File: src/rtl/mdio_peripheral_pkg.sv
// ============================================================================
// Module      : mdio_peripheral_pkg
// Description : Shared MDIO frame constants, state encoding and helpers.
// Revision    : 1.0 - initial release
// ============================================================================
`default_nettype none

package mdio_peripheral_pkg;

  typedef enum logic [2:0] {
    S_IDLE  = 3'd0,
    S_ST    = 3'd1,
    S_OP    = 3'd2,
    S_PHYAD = 3'd3,
    S_REGAD = 3'd4,
    S_TA    = 3'd5,
    S_WDATA = 3'd6,
    S_RDATA = 3'd7
  } mdio_state_t;

  localparam logic [1:0] c_OP_READ    = 2'b10;
  localparam logic [1:0] c_OP_WRITE   = 2'b01;
  localparam logic [1:0] c_ST_PATTERN = 2'b01;
  localparam logic [1:0] c_TA_WRITE   = 2'b10;

  // Index of the last MDC rise belonging to each field
  localparam logic [4:0] c_EDGE_ST_END   = 5'd1;
  localparam logic [4:0] c_EDGE_OP_END   = 5'd3;
  localparam logic [4:0] c_EDGE_PHY_END  = 5'd8;
  localparam logic [4:0] c_EDGE_REG_END  = 5'd13;
  localparam logic [4:0] c_EDGE_TA_END   = 5'd15;
  localparam logic [4:0] c_EDGE_DATA_END = 5'd31;

  function automatic logic is_valid_op(input logic [1:0] op);
    return (op == c_OP_READ) || (op == c_OP_WRITE);
  endfunction

endpackage

`default_nettype wire

File: src/rtl/mdio_peripheral_mdc_edge_detect.sv
// ============================================================================
// Module      : mdc_edge_detect
// Description : Registers MDC on CLK and flags its rising and falling edges.
// Revision    : 1.0 - initial release
// ============================================================================
`default_nettype none

module mdc_edge_detect (
  input  logic CLK,
  input  logic RESET,
  input  logic MDC,
  output logic rise,
  output logic fall
);

  logic r_mdc_q;

  always_ff @(posedge CLK or negedge RESET) begin
    if (!RESET) begin
      r_mdc_q <= 1'b0;
    end else begin
      r_mdc_q <= MDC;
    end
  end

  assign rise = MDC & ~r_mdc_q;
  assign fall = ~MDC & r_mdc_q;

endmodule

`default_nettype wire

File: src/rtl/mdio_peripheral.sv
// ============================================================================
// Module      : mdio_peripheral
// Description : MDIO (clause 22) management-frame target with register port.
// Revision    : 1.0 - initial release
// ============================================================================
`default_nettype none

module mdio_peripheral
  import mdio_peripheral_pkg::*;
#(
  parameter logic [4:0] PHY_ADDR = 5'd1
) (
  input  logic        CLK,
  input  logic        RESET,
  input  logic        MDC,
  input  logic        MDIO_OE,
  input  logic        MDIO_OUT,
  output logic        MDIO_IN,
  output logic [4:0]  REG_ADDR,
  input  logic [15:0] REG_RDATA,
  output logic [15:0] REG_WDATA,
  output logic        REG_WE,
  output logic        BUSY,
  output logic        FRAME_ERR
);

  logic        w_rise;
  logic        w_fall;
  logic [15:0] w_bits;
  logic        w_oe_chk;
  logic        w_abort;

  mdio_state_t r_state;
  logic [4:0]  r_cnt;
  logic [14:0] r_in_sh;
  logic        r_is_read;
  logic        r_match;
  logic        r_rd_active;
  logic [4:0]  r_regad;
  logic        r_addr_pend;
  logic        r_cap_pend;
  logic [15:0] r_shift;

  mdc_edge_detect u_edge (
    .CLK   (CLK),
    .RESET (RESET),
    .MDC   (MDC),
    .rise  (w_rise),
    .fall  (w_fall)
  );

  // Most recent bits including the one being sampled on this rise
  assign w_bits = {r_in_sh, MDIO_OUT};

  always_comb begin
    w_oe_chk = 1'b0;
    case (r_state)
      S_ST, S_OP, S_PHYAD: w_oe_chk = 1'b1;
      S_REGAD:             w_oe_chk = r_match;
      S_TA, S_WDATA:       w_oe_chk = r_match & ~r_is_read;
      default:             w_oe_chk = 1'b0;
    endcase
  end

  assign w_abort = (w_oe_chk & ~MDIO_OE)
                 | ((r_state == S_ST) && (w_bits[1:0] != c_ST_PATTERN))
                 | ((r_state == S_OP) && (r_cnt == c_EDGE_OP_END) && !is_valid_op(w_bits[1:0]))
                 | ((r_state == S_TA) && (r_cnt == c_EDGE_TA_END) && r_match && !r_is_read
                    && (w_bits[1:0] != c_TA_WRITE));

  always_ff @(posedge CLK or negedge RESET) begin
    if (!RESET) begin
      r_state     <= S_IDLE;
      r_cnt       <= 5'd0;
      r_in_sh     <= 15'd0;
      r_is_read   <= 1'b0;
      r_match     <= 1'b0;
      r_rd_active <= 1'b0;
      r_regad     <= 5'd0;
      r_addr_pend <= 1'b0;
      r_cap_pend  <= 1'b0;
      r_shift     <= 16'd0;
      MDIO_IN     <= 1'b1;
      REG_ADDR    <= 5'd0;
      REG_WDATA   <= 16'd0;
      REG_WE      <= 1'b0;
      BUSY        <= 1'b0;
      FRAME_ERR   <= 1'b0;
    end else begin
      REG_WE      <= 1'b0;
      FRAME_ERR   <= 1'b0;
      r_addr_pend <= 1'b0;
      // Address goes out one CLK after edge 13, read data is taken one CLK later
      r_cap_pend  <= r_addr_pend & r_rd_active;
      if (r_addr_pend) REG_ADDR <= r_regad;
      if (r_cap_pend)  r_shift  <= REG_RDATA;

      if (w_rise) begin
        r_in_sh <= w_bits[14:0];
        if (r_state == S_IDLE) begin
          if (MDIO_OE && !MDIO_OUT) begin
            r_state <= S_ST;
            r_cnt   <= c_EDGE_ST_END;
            BUSY    <= 1'b1;
          end
        end else if (w_abort) begin
          r_state     <= S_IDLE;
          r_cnt       <= 5'd0;
          r_rd_active <= 1'b0;
          BUSY        <= 1'b0;
          FRAME_ERR   <= 1'b1;
        end else begin
          r_cnt <= r_cnt + 5'd1;
          case (r_state)
            S_ST: r_state <= S_OP;
            S_OP: if (r_cnt == c_EDGE_OP_END) begin
              r_state   <= S_PHYAD;
              r_is_read <= (w_bits[1:0] == c_OP_READ);
            end
            S_PHYAD: if (r_cnt == c_EDGE_PHY_END) begin
              r_state <= S_REGAD;
              r_match <= (w_bits[4:0] == PHY_ADDR);
            end
            S_REGAD: if (r_cnt == c_EDGE_REG_END) begin
              r_state     <= S_TA;
              r_regad     <= w_bits[4:0];
              r_addr_pend <= 1'b1;
              r_rd_active <= r_is_read & r_match;
            end
            S_TA: if (r_cnt == c_EDGE_TA_END) begin
              r_state <= r_is_read ? S_RDATA : S_WDATA;
            end
            S_WDATA: if (r_cnt == c_EDGE_DATA_END) begin
              r_state <= S_IDLE;
              BUSY    <= 1'b0;
              if (r_match) begin
                REG_WE    <= 1'b1;
                REG_WDATA <= w_bits;
              end
            end
            S_RDATA: if (r_cnt == c_EDGE_DATA_END) begin
              r_state     <= S_IDLE;
              r_rd_active <= 1'b0;
              BUSY        <= 1'b0;
            end
            default: r_state <= S_IDLE;
          endcase
        end
      end

      if (w_fall) begin
        if (r_rd_active && (r_state == S_TA) && (r_cnt == c_EDGE_TA_END)) begin
          MDIO_IN <= 1'b0;
        end else if (r_rd_active && (r_state == S_RDATA)) begin
          MDIO_IN <= r_shift[15];
          r_shift <= {r_shift[14:0], 1'b0};
        end else begin
          MDIO_IN <= 1'b1;
        end
      end
    end
  end

endmodule

`default_nettype wire
File: config.mk
export PLATFORM = sky130hd
export DESIGN_NAME = mdio_peripheral
export DESIGN_NICKNAME = d
export VERILOG_FILES = /design/src/rtl/mdio_peripheral_pkg.sv /design/src/rtl/mdio_peripheral_mdc_edge_detect.sv /design/src/rtl/mdio_peripheral.sv
export SDC_FILE = /design/constraint.sdc
export NUM_CORES = 1
export LEC_CHECK = 0
export BUFFER_PORTS_ARGS = -buffer_cell sky130_fd_sc_hd__clkbuf_2
export CAP_MARGIN = 30
export CORE_ASPECT_RATIO = 1.4
export CORE_UTILIZATION = 40
export DETAILED_ROUTE_END_ITERATION = 10
export PLACE_DENSITY = 0.56
export SYNTH_ARGS = -nofsm -noshare
export SYNTH_HDL_FRONTEND = slang
export SYNTH_SLANG_ARGS = --single-unit
export TNS_END_PERCENT = 100
File: constraint.sdc
create_clock -name CLK -period 3.2 [get_ports CLK]
set_input_delay 0.48 -clock CLK [delete_from_list [all_inputs] [get_ports CLK]]
set_output_delay 0.48 -clock CLK [all_outputs]
set_load 0.01 [all_outputs]
# Word-level counts from Yosys, hierarchy flattened
# Cells that the tools add are included.
# totals
output_inout_bits,25
inputBits,21
register_bits,75
word_cells,130
# op_classes
n_addsub,1
muxes,42
n_eq_ne,25
n_reduce_logical,30
n_bitwise,15
# ops
operator,n
16-bit two-way mux,4
1-bit two-way mux,24
3-bit two-way mux,8
5-bit AND reduction,4
3-bit case mux with 6 select lines,1
"5-bit by 4-bit == test with 1-bit output, second input constant",3
5-bit two-way mux,3
"3-bit == test, second input constant",4
1-bit logical AND,11
3-bit nonzero test,3
"4-bit inequality test, second input constant",2
7-bit AND reduction,1
1-bit AND,6
"3-bit by 2-bit == test with 1-bit output, second input constant",2
"3-bit inequality test, second input constant",2
1-bit inverter,6
6-bit AND reduction,1
"5-bit by 1-bit adder with 5-bit output, second input constant",1
"5-bit by 1-bit == test with 1-bit output, second input constant",1
"5-bit by 2-bit == test with 1-bit output, second input constant",1
"5-bit == test, second input constant",1
"2-bit by 1-bit inequality test with 1-bit output, second input constant",2
"4-bit by 1-bit inequality test with 1-bit output, second input constant",1
"4-bit by 2-bit inequality test with 1-bit output, second input constant",1
15 further kinds,20

# Depth between registers and ports, before layout
# Gate-level depths: netlist of run 1.
# logic_depth
word_depth,10
depth_mapped,12

# Modules after synthesis
# Synthesis of run 1 repeated with hierarchy kept, for this count alone.
# unflattened
hier_cells,298
hier_area_um2,3547.2
# by_module_without_submodules
mod,seq_area_each_um2,area_each_um2,cells_per_inst,instances
mdio_peripheral,1853.0,3507.1,295,1
mdc_edge_detect,25.0,40.0,3,1

# Worst setup path before layout of run 1
# Ideal clock, no wire load.
# synth_timing
path_kind,register to register
from,register r_cnt[0]
to,register REG_WDATA[10]
setup_ps,125
path_slack_ps,662
arrival_time_ps,2413
stages_incl_launch_ff,11
cell_sequence,dfrtp_1 -> ha_1 -> nor4b_1 -> and3_1 -> or4_4 -> nor2b_2 -> buf_4 -> and3_1 -> buf_6 -> buf_12 -> mux2_4
# synth_via
elab_chain_len,8
word_cells_on_any_way,13
# synth_rtl
element,line,source
"start, declared",mdio_peripheral.sv:34,logic [4:0] r_cnt;
"start signal, assigned",mdio_peripheral.sv:103,r_cnt <= c_EDGE_ST_END;
"start signal, assigned",mdio_peripheral.sv:113,r_cnt <= r_cnt + 5'd1;
5-bit by 4-bit == test with 1-bit output,mdio_peripheral.sv:68,| ((r_state == S_TA) && (r_cnt == c_EDGE_TA_END) && r_match && !r_is_read
1-bit logical AND (3 in a row),mdio_peripheral.sv:68,
1-bit logical AND,mdio_peripheral.sv:69,&& (w_bits[1:0] != c_TA_WRITE));
1-bit OR,mdio_peripheral.sv:68,
1-bit inverter (no source line),-,
6-bit AND reduction (no source line) *,-,
"end signal, assigned",mdio_peripheral.sv:138,REG_WDATA <= w_bits;
"end, declared",mdio_peripheral.sv:21,"output logic [15:0] REG_WDATA,"
# Mark *: on every way between the ends. The rest lies on a longest branch, timed or not.
# A chain may end at the register's enable or synchronous reset.

# Worst setup path after layout of run 1
# layout_timing
from,register r_cnt[0]
to,register REG_WDATA[1]
# The elaborated chain is that of the path after synthesis.

==> results of run 1 <==
-- how the worst min path moves through the flow --
stage	end	cells after the start
6_report	u_edge.r_mdc_q	1
2_1_floorplan	BUSY	0
3_5_place_dp	r_shift[2]	2
5_1_grt	u_edge.r_mdc_q	1
4_1_cts	u_edge.r_mdc_q	1
3_3_place_gp	r_shift[12]	2
-- through the flow --
stage	power [mW]	utilization, %	hold WS, ns	instances	area, sq um
after detailed placement	1.88	45.0	0.476	440	3850
after CTS	3.03	48.9	0.258	456	4190
after global placement	1.87	45.0	0.463	440	3850
after global routing	3.17	49.4	0.265	458	4220
after floorplan	1.68	-	0.184	300	3530
final	3.00	49.4	0.272	458	4220
-- logic make-up (layout without fill, tap and decap cells) --
group	count (synthesis)	after routing	share of synthesized area, %
AO/OA/AOI/OAI	48	48	8.35
adder cells (fa/ha/maj)	9	9	3.19
buffers and inverters	29	82	4.11
flip-flops	75	75	53.1
multiplexers	59	59	19.2
AND/OR/NAND/NOR	80	80	12.1
-- sequential cells by signal, summed over array words and instances (netlist names), 3 cells and up --
register / flops
REG_WDATA: 16
r_shift: 16
r_in_sh: 15
REG_ADDR: 5
r_cnt: 5
r_regad: 5
r_state: 3
-- cell usage in the layout (no fill, tap or decap), types with 5 or more instances in the layout --
cell       count
and3_1         5
buf_4          8
clkbuf_16      9
clkbuf_2      44
dfrtp_1       74
ha_1           9
inv_1         11
mux2_2        33
mux2_4         9
mux2i_1       17
nand2_1       32
nand4_1        5
nor2_1         5
nor3_1         7
o21ai_0       26
-- final cells by class --
class	count	area (sq um)	area share, %
Clock buffer	11	253	5.98
Clock inverter	5	82.6	1.95
Inverter	12	45.0	1.07
Multi-Input combinational cell	196	1520	35.9
Sequential cell	75	1880	44.5
Tap cell	105	131	3.11
Timing Repair Buffer	54	318	7.52
-- where the power goes --
group | leakage, nW | total (mW) | switching, mW | internal (mW)
Sequential | 1.01 | 1.22 | 0.142 | 1.08
Clock | 0.167 | 1.12 | 0.388 | 0.729
Combinational | 0.832 | 0.660 | 0.375 | 0.285
-- per-layer routing --
layer	track usage, %	share of wire, %	vias to the layer above
met5	0	0	-
met4	12.3	4.3	0
met3	4.76	5.6	27
met2	26.2	47	86
met1	21.0	43	1190
li1	-	-	1167
==> results.txt, run 1 <==
outcome: completed
dpl hpwl: 4.84 mm
WP depth: 8
Final Hold Fails: 0
layout cells sized above 1: 32.6%
r2r setup slk: 0.41 ns
Filler Cell Count: 788
wire per inst: 15.6 um
setup_tns: 0 ns
Setup crit end: REG_WDATA[1]
worst setup slack after layout: 0.413 ns
cts repair resizes: 0
core area: 8560 sq um
CP Launch Type: flop
Area Overhead vs Synth: 19.5%
Clock Latency Late Sink: 0.33 ns
CP endpoint kind: flop
hold buffer count at cts: 0
Power Density: 710 nW/um^2
Mapped Cells: 300
Detail Route Antenna Nets: 0
RR Startpoint: r_cnt[0]
CP arrival: 3.00 ns
Vias: 2470
# clock sinks: 75
R2R Path End: REG_WDATA[1]
Worst VDD drop: 362 uV
Synth async-reset ratio: 100%
Worst Path Max Fanout: 17
gr usage total: 17.4%
CP max stage delay: 0.55 ns
port bufs: 45
most area-consuming cells after synthesis: dfrtp_1, mux2_2, mux2i_1
Initial Util: 41.3%
Worst-Margin Slew: 0.823 ns
via/cell ratio: 5.39
post-synth top area cell: dfrtp_1
post-synth top area share: 52.4%
TritonRoute pass-1 iters: 4
io pins: 46
die area: 9220 sq um
HP Class: in2reg
H-tree depth: 3
Final nets: 378
initial antenna violation count: 0
gr ovfl total: 0
CP max-delay cell: or4_4
fin crit share: 87.1%
maximum clock rate: 359 MHz
Post-Syn Area: 3530 sq um
Hold Startpoint: MDC
global-route wire length before repair: 12.0 mm
Register-to-Register Path Depth: 8
total number of yosys warnings: 0
CP required: 3.41 ns
Antenna Cells: 0
most frequent CP cell: and3_1
largest net degree at the start of global routing: 76
Leak: 2.01 nW
Synth cell types: 49
Die W: 81.4 um
post-place setup slack: 0.325 ns
maximum clock insertion buffer count: 2
crit path launch: r_cnt[0]
clk root buf: clkbuf_16
Critical path buffers and inverters: 1
sequential share of the synthesized area: 53.1%
vias in the first global route: 2487
gpl congestion: 0.904
final WL: 7.15 mm
row count: 40
# setup viols final: 0
Synth Net Count: 330
post-CTS setup buffer count: 0
most frequent cell after synthesis: dfrtp_1
Final Max Slew Viols: 0
CTS tree: yes
Clock transition at path regs: 0.06 ns
Post-synth top cells: dfrtp_1, mux2_2, nand2_1
Worst Skew: 0.00755 ns
total CTS buffers: 9
number of max-cap violations: 0
Die H: 113 um
RSZ-0062 raised after global routing: false
Post-synth EDFFs: 0
synthesized area per cell: 11.8 sq um
first-iteration detailed-routing DRC count: 91
relative slew slack: 45.1%
min Tclk post-route: 2.79 ns
ys flop type: dfrtp_1
worst setup path category: reg2reg
CP top delay family: simple AND/OR/NAND/NOR gates
critical-path cell list: ha_1, nor4b_1, and3_1, or4_4, nor2b_2, and3_1, buf_4, mux2_2
drc violations: 0
synthesized flop and latch total: 75
No activity file was read; power rests on OpenSTA's default activity.
==> run 2: changes to the inputs <==
--- a/config.mk
+++ b/config.mk
@@ -7,7 +7,6 @@
 export LEC_CHECK = 0
 export BUFFER_PORTS_ARGS = -buffer_cell sky130_fd_sc_hd__clkbuf_2
 export CAP_MARGIN = 30
-export CORE_ASPECT_RATIO = 1.4
 export CORE_UTILIZATION = 40
 export DETAILED_ROUTE_END_ITERATION = 10
 export PLACE_DENSITY = 0.56
==> results.txt, run 2 (synthesis results as in run 1) <==
P_sw: 0.884 mW
CP endpoint kind: flop
Die H: 96.0 um
CTS tree: yes
final WL: 6.94 mm
drc violations: 0
most frequent cells in the layout: dfrtp_1, clkbuf_2, mux2_2
# clock sinks: 75
maximum clock rate: 371 MHz
gpl congestion: 0.884
critical-path cell list: ha_1, and3_1, ha_1, nand2b_1, a21oi_1, o21ai_0, nor2b_2, and3_1, buf_4, mux2_2
maximum clock insertion buffer count: 2
core area: 8380 sq um
Logic pwr share: 25.4%
layout cells sized above 1: 32.8%
number of max-cap violations: 0
clock power share: 28.8%
io pins: 46
most common cell after layout, fill and taps aside: dfrtp_1
TritonRoute pass-1 iters: 4
Worst Skew: 0.00823 ns
min Tclk post-route: 2.70 ns
global-route wire length before repair: 11.4 mm
setup_tns: 0 ns
top flop regs: REG_WDATA (16), r_shift (16), r_in_sh (15)
Worst Path Max Fanout: 17
Clock Latency Late Sink: 0.34 ns
fin util: 49.0%
Vias: 2438
HP Class: in2reg
cts repair resizes: 0
gr usage total: 16.3%
worst setup path category: reg2reg
initial antenna violation count: 0
RSZ-0062 raised after global routing: false
fin crit share: 84.3%
Final nets: 379
wire per inst: 15.1 um
Detail Route Antenna Nets: 0
sw frac: 33.4%
CP required: 3.43 ns
gr ovfl total: 0
dpl hpwl: 4.78 mm
Initial Util: 42.2%
H-tree depth: 3
via/cell ratio: 5.31
Register-to-Register Path Depth: 10
# setup viols final: 0
CP arrival: 2.92 ns
largest net degree at the start of global routing: 76
clk root buf: clkbuf_8
CP max-delay cell: dfrtp_1
vias in the first global route: 2276
port bufs: 45
row count: 33
Power Density: 644 nW/um^2
first-iteration detailed-routing DRC count: 135
CP Launch Type: flop
Worst VDD drop: 254 uV
Clock transition at path regs: 0.09 ns
part of the power in registers: 45.8%
die area: 9220 sq um
total CTS buffers: 9
Leak: 1.94 nW
internal cell power: 1.76 mW
Final Max Slew Viols: 0
Final Hold Fails: 0
CP max stage delay: 0.42 ns
Worst-Margin Slew: 0.827 ns
Hold Path Stages: 1
Die W: 96.0 um
Antenna Cells: 0
relative slew slack: 44.9%
outcome: completed
Area Overhead vs Synth: 16.2%
==> run 2: cell types whose count changed in the layout (fill, tap and decap cells not counted), sizes merged <==
cell / change
clkinv: -1
buf: +1
clkinvlp: +3
bufinv: -1
clkbuf: -1
==> run 2: worst paths after layout <==
path / start / to / slack (ns)
worst max-delay path: r_cnt[0] / REG_WDATA[2] / 0.50
worst min-delay path: MDC / u_edge.r_mdc_q / 0.26
worst max register to register: r_cnt[0] / REG_WDATA[2] / 0.50
worst min register to register: r_shift[4] / r_shift[5] / 0.48
max in group asynchronous: RESET / MDIO_IN / 2.19
min in group asynchronous: RESET / r_shift[12] / 0.47
==> run 2: through the flow <==
step           total power, mW  instance area (sq um)  setup slack (ns)  hold slack [ns]  cells
5_1_grt                   2.82                   4110             0.323            0.261    459
6_report                  2.65                   4110             0.503            0.264    459
3_3_place_gp              1.89                   3860             0.475            0.464    441
2_1_floorplan             1.68                   3530             0.662            0.184    300
3_5_place_dp              1.90                   3860             0.455            0.467    441
4_1_cts                   2.67                   4070             0.510            0.249    457
==> run 2: worst max-delay path: cells and delay by family, from the launching register on <==
| family | cells | cell delay [ns] |
|---|---|---|
| AOI/OAI and AO/OA | 2 | 0.32 |
| adders and majority gates | 2 | 0.49 |
| buffers and inverters | 1 | 0.28 |
| DFF | 1 | 0.42 |
| muxes | 1 | 0.37 |
| and+or+nand+nor | 4 | 0.70 |
==> run 2: power groups by stage <==
stage               Sequential, mW  Clock (mW)  Combinational, mW
finish                        1.21       0.762              0.671
global placement              1.23           0              0.658
floorplan                     1.19           0              0.492
global route                  1.24       0.825              0.752
detailed placement            1.23           0              0.663
CTS                           1.21       0.790              0.664
==> run 2: timing repair <==
item,4_1_cts,5_1_grt
hold endpoints to repair,0,2
hold buffers,0,1
setup buffers,0,0
==> run 2: cell type report <==
cell class                      count  area, sq um
Tap cell                          105          131
Timing Repair Buffer               55          325
Clock buffer                       10          138
Clock inverter                      6         72.6
Inverter                           12         45.0
Sequential cell                    75         1880
Fill cell                         767         4280
Multi-Input combinational cell    196         1520
==> run 2: per-layer routing <==
metal	up-vias	share of wire, %	track usage, %
li1	1171	-	-
met1	1177	50	23.7
met2	75	42	22.6
met4	0	2.0	8.33
met3	15	6.0	3.55
met5	-	0	0
